$ cat src/rtl/pio_write_master.sv
// Avalon-MM write initiator for 8-bit PIO slaves: one write per command with optional
// read-back verify, waitrequest handling and a per-access stall timeout.
module pio_write_master #(
    parameter int DATA_W  = 8,
    parameter int ADDR_W  = 2,
    parameter int TIMEOUT = 255
) (
    input  logic              clk,
    input  logic              reset,
    input  logic              cmd_valid,
    output logic              cmd_ready,
    input  logic [ADDR_W-1:0] cmd_addr,
    input  logic [DATA_W-1:0] cmd_data,
    input  logic              cmd_verify,
    output logic [ADDR_W-1:0] avm_address,
    output logic              avm_chipselect,
    output logic              avm_write_n,
    output logic [DATA_W-1:0] avm_writedata,
    input  logic [DATA_W-1:0] avm_readdata,
    input  logic              avm_waitrequest,
    output logic              done,
    output logic              mismatch,
    output logic              timeout,
    output logic [DATA_W-1:0] rd_data
);

    typedef enum logic [1:0] {IDLE, WRITE, READ, DONE} state_t;

    // Abort happens on the stalled cycle where the counter already equals LIMIT,
    // so the counter can never run past it.
    localparam logic [7:0] LIMIT = 8'(TIMEOUT - 1);

    state_t            state, state_nxt;
    logic [7:0]        cnt, cnt_nxt;
    logic              verify_q, verify_nxt;
    logic [ADDR_W-1:0] addr_nxt;
    logic              cs_nxt, wn_nxt;
    logic [DATA_W-1:0] wd_nxt, rd_nxt;
    logic              mis_nxt, to_nxt;

    always_ff @(posedge clk or posedge reset) begin
        if (reset) begin
            state          <= IDLE;
            cnt            <= '0;
            verify_q       <= 1'b0;
            avm_address    <= '0;
            avm_chipselect <= 1'b0;
            avm_write_n    <= 1'b1;
            avm_writedata  <= '0;
            mismatch       <= 1'b0;
            timeout        <= 1'b0;
            rd_data        <= '0;
        end else begin
            state          <= state_nxt;
            cnt            <= cnt_nxt;
            verify_q       <= verify_nxt;
            avm_address    <= addr_nxt;
            avm_chipselect <= cs_nxt;
            avm_write_n    <= wn_nxt;
            avm_writedata  <= wd_nxt;
            mismatch       <= mis_nxt;
            timeout        <= to_nxt;
            rd_data        <= rd_nxt;
        end
    end

    always_comb begin
        state_nxt  = state;
        cnt_nxt    = cnt;
        verify_nxt = verify_q;
        addr_nxt   = avm_address;
        cs_nxt     = avm_chipselect;
        wn_nxt     = avm_write_n;
        wd_nxt     = avm_writedata;
        mis_nxt    = mismatch;
        to_nxt     = timeout;
        rd_nxt     = rd_data;

        case (state)
            IDLE: begin
                if (cmd_valid) begin
                    addr_nxt   = cmd_addr;
                    wd_nxt     = cmd_data;
                    verify_nxt = cmd_verify;
                    cs_nxt     = 1'b1;
                    wn_nxt     = 1'b0;
                    cnt_nxt    = '0;
                    mis_nxt    = 1'b0;
                    to_nxt     = 1'b0;
                    state_nxt  = WRITE;
                end
            end
            WRITE, READ: begin
                if (!avm_waitrequest) begin
                    if (state == WRITE && verify_q) begin
                        wn_nxt    = 1'b1;
                        cnt_nxt   = '0;
                        state_nxt = READ;
                    end else begin
                        // avm_writedata still holds the commanded value for the compare
                        if (state == READ) begin
                            rd_nxt  = avm_readdata;
                            mis_nxt = (avm_readdata != avm_writedata);
                        end
                        cs_nxt    = 1'b0;
                        wn_nxt    = 1'b1;
                        state_nxt = DONE;
                    end
                end else if (cnt == LIMIT) begin
                    cs_nxt    = 1'b0;
                    wn_nxt    = 1'b1;
                    to_nxt    = 1'b1;
                    state_nxt = DONE;
                end else begin
                    cnt_nxt = cnt + 8'd1;
                end
            end
            DONE: state_nxt = IDLE;
            default: state_nxt = IDLE;
        endcase
    end

    assign cmd_ready = (state == IDLE);
    assign done      = (state == DONE);

endmodule
$ cat config.mk
export PLATFORM = sky130hd
export DESIGN_NAME = pio_write_master
export DESIGN_NICKNAME = d
export VERILOG_FILES = /design/src/rtl/pio_write_master.sv
export SDC_FILE = /design/constraint.sdc
export NUM_CORES = 1
export LEC_CHECK = 0
export CAP_MARGIN = 15
export CELL_PAD_IN_SITES_DETAIL_PLACEMENT = 0
export CELL_PAD_IN_SITES_GLOBAL_PLACEMENT = 1
export CORE_MARGIN = 3
export CORE_UTILIZATION = 37
export CTS_CLUSTER_SIZE = 10
export DETAILED_ROUTE_END_ITERATION = 6
export GPL_ROUTABILITY_DRIVEN = 0
export PLACE_DENSITY = 0.76
export SYNTH_ARGS = -nofsm -noshare
export SYNTH_HDL_FRONTEND = slang
export SYNTH_SLANG_ARGS = --single-unit
$ cat constraint.sdc
create_clock -name clk -period 1.9 [get_ports clk]
set_input_delay 0.475 -clock clk [delete_from_list [all_inputs] [get_ports clk]]
set_output_delay 0.475 -clock clk [all_outputs]
set_load 0.005 [all_outputs]
==> results_tabular.tex <==
\begin{tabular}{lr}
\hline
Metric & Value \\
\hline
\multicolumn{2}{l}{\textbf{STA}} \\
\quad Worst Hold Slack & 0.506 ns \\
\quad Max frequency & 557 MHz \\
\quad Pins over their slew limit & 0 \\
\quad Tightest slew margin relative to the limit & 72.1\% \\
\quad Setup clock skew after layout & 0.00612 ns \\
\quad Actual transition at the worst max-transition pin & 0.419 ns \\
\quad Count of endpoints failing setup in the final report & 0 \\
\quad Final-report hold violation count & 0 \\
\quad Min Tclk post-route & 1.80 ns \\
\quad Period Utilization, post-route & 94.6\% \\
\quad Unrepaired setup endpoints after global routing & no \\
\multicolumn{2}{l}{\textbf{Routing}} \\
\quad Drt first-iter violations & 51 \\
\quad Number of antenna-violating nets in the routed design & 0 \\
\quad Post-detailed-route wirelength per cell & 15.7 um \\
\quad Post-detailed-route via-to-cell ratio & 5.18 \\
\quad Routed wire length & 4.19 mm \\
\quad Number of vias in the routed layout & 1383 \\
\quad DRC violations left & 0 \\
\quad Count of TritonRoute iterations in the first routing pass & 4 \\
\multicolumn{2}{l}{\textbf{Layout}} \\
\quad Fraction of layout cells with a size suffix above 1 & 28.4\% \\
\quad Number of filler cells placed in the layout & 384 \\
\quad Sequential standard cell area & 827 um\^{}2 \\
\quad Final Instance Count excl. Fillers & 267 \\
\quad Area delta synth->final & 43.5\% \\
\quad Multi-input gate area in the final layout & 858 um\^{}2 \\
\quad Antenna diode count & 0 \\
\quad Final instance area & 2480 um\^{}2 \\
\quad Net count of the finished layout & 244 \\
\multicolumn{2}{l}{\textbf{Floorplanning}} \\
\quad Die outline area & 5540 um\^{}2 \\
\quad Starting density of the core & 39.0\% \\
\quad Placement row count & 24 \\
\quad Floorplan Core Area & 4440 um\^{}2 \\
\quad DIE WIDTH & 74.4 um \\
\quad Die Ht & 74.4 um \\
\quad Number of I/O pins & 47 \\
\multicolumn{2}{l}{\textbf{Global route}} \\
\quad Global route overflow & 0 \\
\quad Initial antenna violation count & 0 \\
\quad Maximum number of pins on one net before global-route repair & 34 \\
\quad First-pass GRT wire length & 7.21 mm \\
\quad All-Layer GR Usage & 17.1\% \\
\quad Vias in the first global route & 1543 \\
\multicolumn{2}{l}{\textbf{Status}} \\
\quad Run status & completed \\
\multicolumn{2}{l}{\textbf{Worst setup path}} \\
\quad Critical Path AT & 1.32 ns \\
\quad Maximum fanout along the worst path & 3 \\
\quad Critical path data required time & 1.42 ns \\
\quad Cell family with the largest share of critical-path delay & flip-flops \\
\quad Crit path cell chain & clkdlybuf4s50\_1 \\
\quad Biggest cell delay along the critical path & 0.54 ns \\
\quad Sort of element at the end of the critical path & output port \\
\quad Total buffers and inverters traversed by the critical path & 1 \\
\quad Critical-path top delay cell & dfstp\_2 \\
\quad Classification of the worst setup path & register to output port \\
\quad Kind of start point of the critical path & register \\
\multicolumn{2}{l}{\textbf{Synthesis}} \\
\quad Post-Synthesis Cells & 148 \\
\quad Area leader, netlist & dfrtp\_1 \\
\quad Number of different library cells in the post-synthesis netlist & 44 \\
\quad Synthesized area per cell & 11.7 um\^{}2 \\
\quad Most instantiated library cell after synthesis & dfrtp\_1 \\
\quad Main synth FF type & dfrtp\_1 \\
\quad Sequential fraction of the synthesis area & 47.8\% \\
\quad Fraction of registers with async set/reset & 100\% \\
\quad Warning count from the yosys run & 0 \\
\quad Post-synthesis register bit count & 33 \\
\quad Fraction of synthesized cell area taken by the top area cell type & 46.2\% \\
\quad Total nets after synthesis & 178 \\
\quad Number of synthesized flops with an enable pin & 0 \\
\quad Most area-consuming cells after synthesis & dfrtp\_1 (46\%), mux2\_2 (12\%), ha\_1 (5.1\%) \\
\quad Top cell types by occurrence after synthesis & dfrtp\_1 (32), mux2\_2 (19), nand3\_1 (10), nor2\_1 (10), xnor2\_1 (8) \\
\quad Cell area after synthesis & 1730 um\^{}2 \\
\multicolumn{2}{l}{\textbf{Power and ir drop}} \\
\quad Design internal power & 2.53 mW \\
\quad Combinational share of power & 52.5\% \\
\quad Net switching power figure & 1.30 mW \\
\quad Seq pwr share & 32.4\% \\
\quad Switching Share & 34.0\% \\
\quad Maximum ir drop on the vdd rail & 0.785 mV \\
\quad P per Cell Area & 1540 nW/um\^{}2 \\
\quad Portion of total power attributed to the clock network & 15.1\% \\
\quad Design Power & 3.84 mW \\
\quad Leakage power of the design & 1.08 nW \\
\multicolumn{2}{l}{\textbf{Place}} \\
\quad Post-detailed-placement half-perimeter wirelength & 3.17 mm \\
\quad DP Area & 2370 um\^{}2 \\
\quad Number of placed instances, taps included & 258 \\
\quad Port bufs & 46 \\
\multicolumn{2}{l}{\textbf{Clocking}} \\
\quad Clock tree sinks & 33 \\
\quad CTS clk-pin slew, worst paths & 0.07 ns \\
\quad Buffer cell driving the clock tree root & clkbuf\_8 \\
\quad Number of buffers created by CTS & 5 \\
\quad Maximum level of the CTS H-tree & 2 \\
\quad TritonCTS clock tree & done \\
\quad Buffers from clock root to sink, at most & 2 \\
\quad Clock latency reported for the late side of the worst-skew pair & 0.28 ns \\
\multicolumn{2}{l}{\textbf{Flow run}} \\
\quad Maxcap violations & 0 \\
\multicolumn{2}{l}{\textbf{Min path}} \\
\quad Type of the worst min-delay path & register to register \\
\hline
\end{tabular}
per-stage QoR:
stage                     util (%)  setup TNS [ns]  setup WS, ns
after detailed placement      53.4          -0.526        -0.109
after global placement        53.4               0       0.00799
final                         55.9               0         0.103
after floorplan                  -               0         0.257
after CTS                     55.9               0        0.0867
after global routing          55.9               0        0.0480
worst paths after layout:
path / from / to / slack, ns / cells after the start
max in group asynchronous: reset / avm_write_n / 0.98 / 3
min in group asynchronous: reset / cnt[6] / 0.59 / 3
worst max-delay path: avm_write_n / avm_write_n / 0.10 / 1
worst min register to register: rd_data[6] / rd_data[6] / 0.51 / 1
worst min-delay path: rd_data[6] / rd_data[6] / 0.51 / 1
worst max register to register: state[0] / cnt[6] / 0.18 / 8
power groups by stage:
stage          Clock (mW)  Sequential (mW)  Combinational, mW
6_report            0.580             1.24               2.02
5_1_grt             0.638             1.28               2.19
4_1_cts             0.598             1.25               2.03
3_5_place_dp            0             1.25               2.01
3_3_place_gp            0             1.24               1.96
2_1_floorplan           0             1.23              0.983
cells in the final DEF, fill, tap and decap left out, types with 2 or more instances in the layout:
master	synthesis	routed
a21oi_1	5	5
a21oi_4	2	2
a31oi_1	4	4
and3_2	2	2
buf_12	0	2
buf_4	1	15
clkbuf_8	0	7
clkdlybuf4s50_1	0	44
dfrtp_1	32	32
dlygate4sd2_1	0	2
ha_1	7	6
inv_1	6	4
inv_2	0	2
mux2_2	19	19
nand2_1	4	4
nand3_1	10	10
nand4_1	3	3
nor2_1	10	9
o2111ai_1	2	2
o21a_1	2	2
o21ai_1	2	2
or3_1	2	2
xnor2_1	8	8
cell families (layout without fill, tap and decap cells):
group / count (synthesis) / count (layout) / share of synthesized area [%]
AOI/OAI and AO/OA: 25 / 25 / 11.0
xor gates and xnor gates: 8 / 8 / 4.05
adders and majority gates: 7 / 7 / 5.06
buffers and inverters: 10 / 77 / 2.96
DFF: 33 / 33 / 47.8
muxes: 22 / 22 / 14.6
and+or+nand+nor: 43 / 43 / 14.6
final cells by class:
type / count / area share, %
Clock buffer: 7 / 3.88
Clock inverter: 1 / 0.201
Inverter: 6 / 0.906
Multi-Input combinational cell: 105 / 34.5
Sequential cell: 33 / 33.3
Tap cell: 52 / 2.62
Timing Repair Buffer: 63 / 24.6
repair_timing:
action,4_1_cts,5_1_grt
hold buffers,0,0
pin swaps,0,0
setup buffers,1,0
endpoints found under the setup margin,2,1
resized for setup,5,1
gates cloned,0,0
sequential cells by signal (all words and copies together) (netlist names):
register,cells
avm_address,2
avm_chipselect,1
avm_write_n,1
avm_writedata,8
cnt,8
mismatch,1
rd_data,8
state,2
timeout,1
verify_q,1
metal layers:
layer	vias to the layer above	wire, um	GRT usage [%]
li1	663	-	-
met1	671	1740	21.0
met2	44	2110	27.9
met3	5	314	6.76
met4	0	31	4.94
met5	-	0	0
No activity file was read; power rests on OpenSTA's default activity.
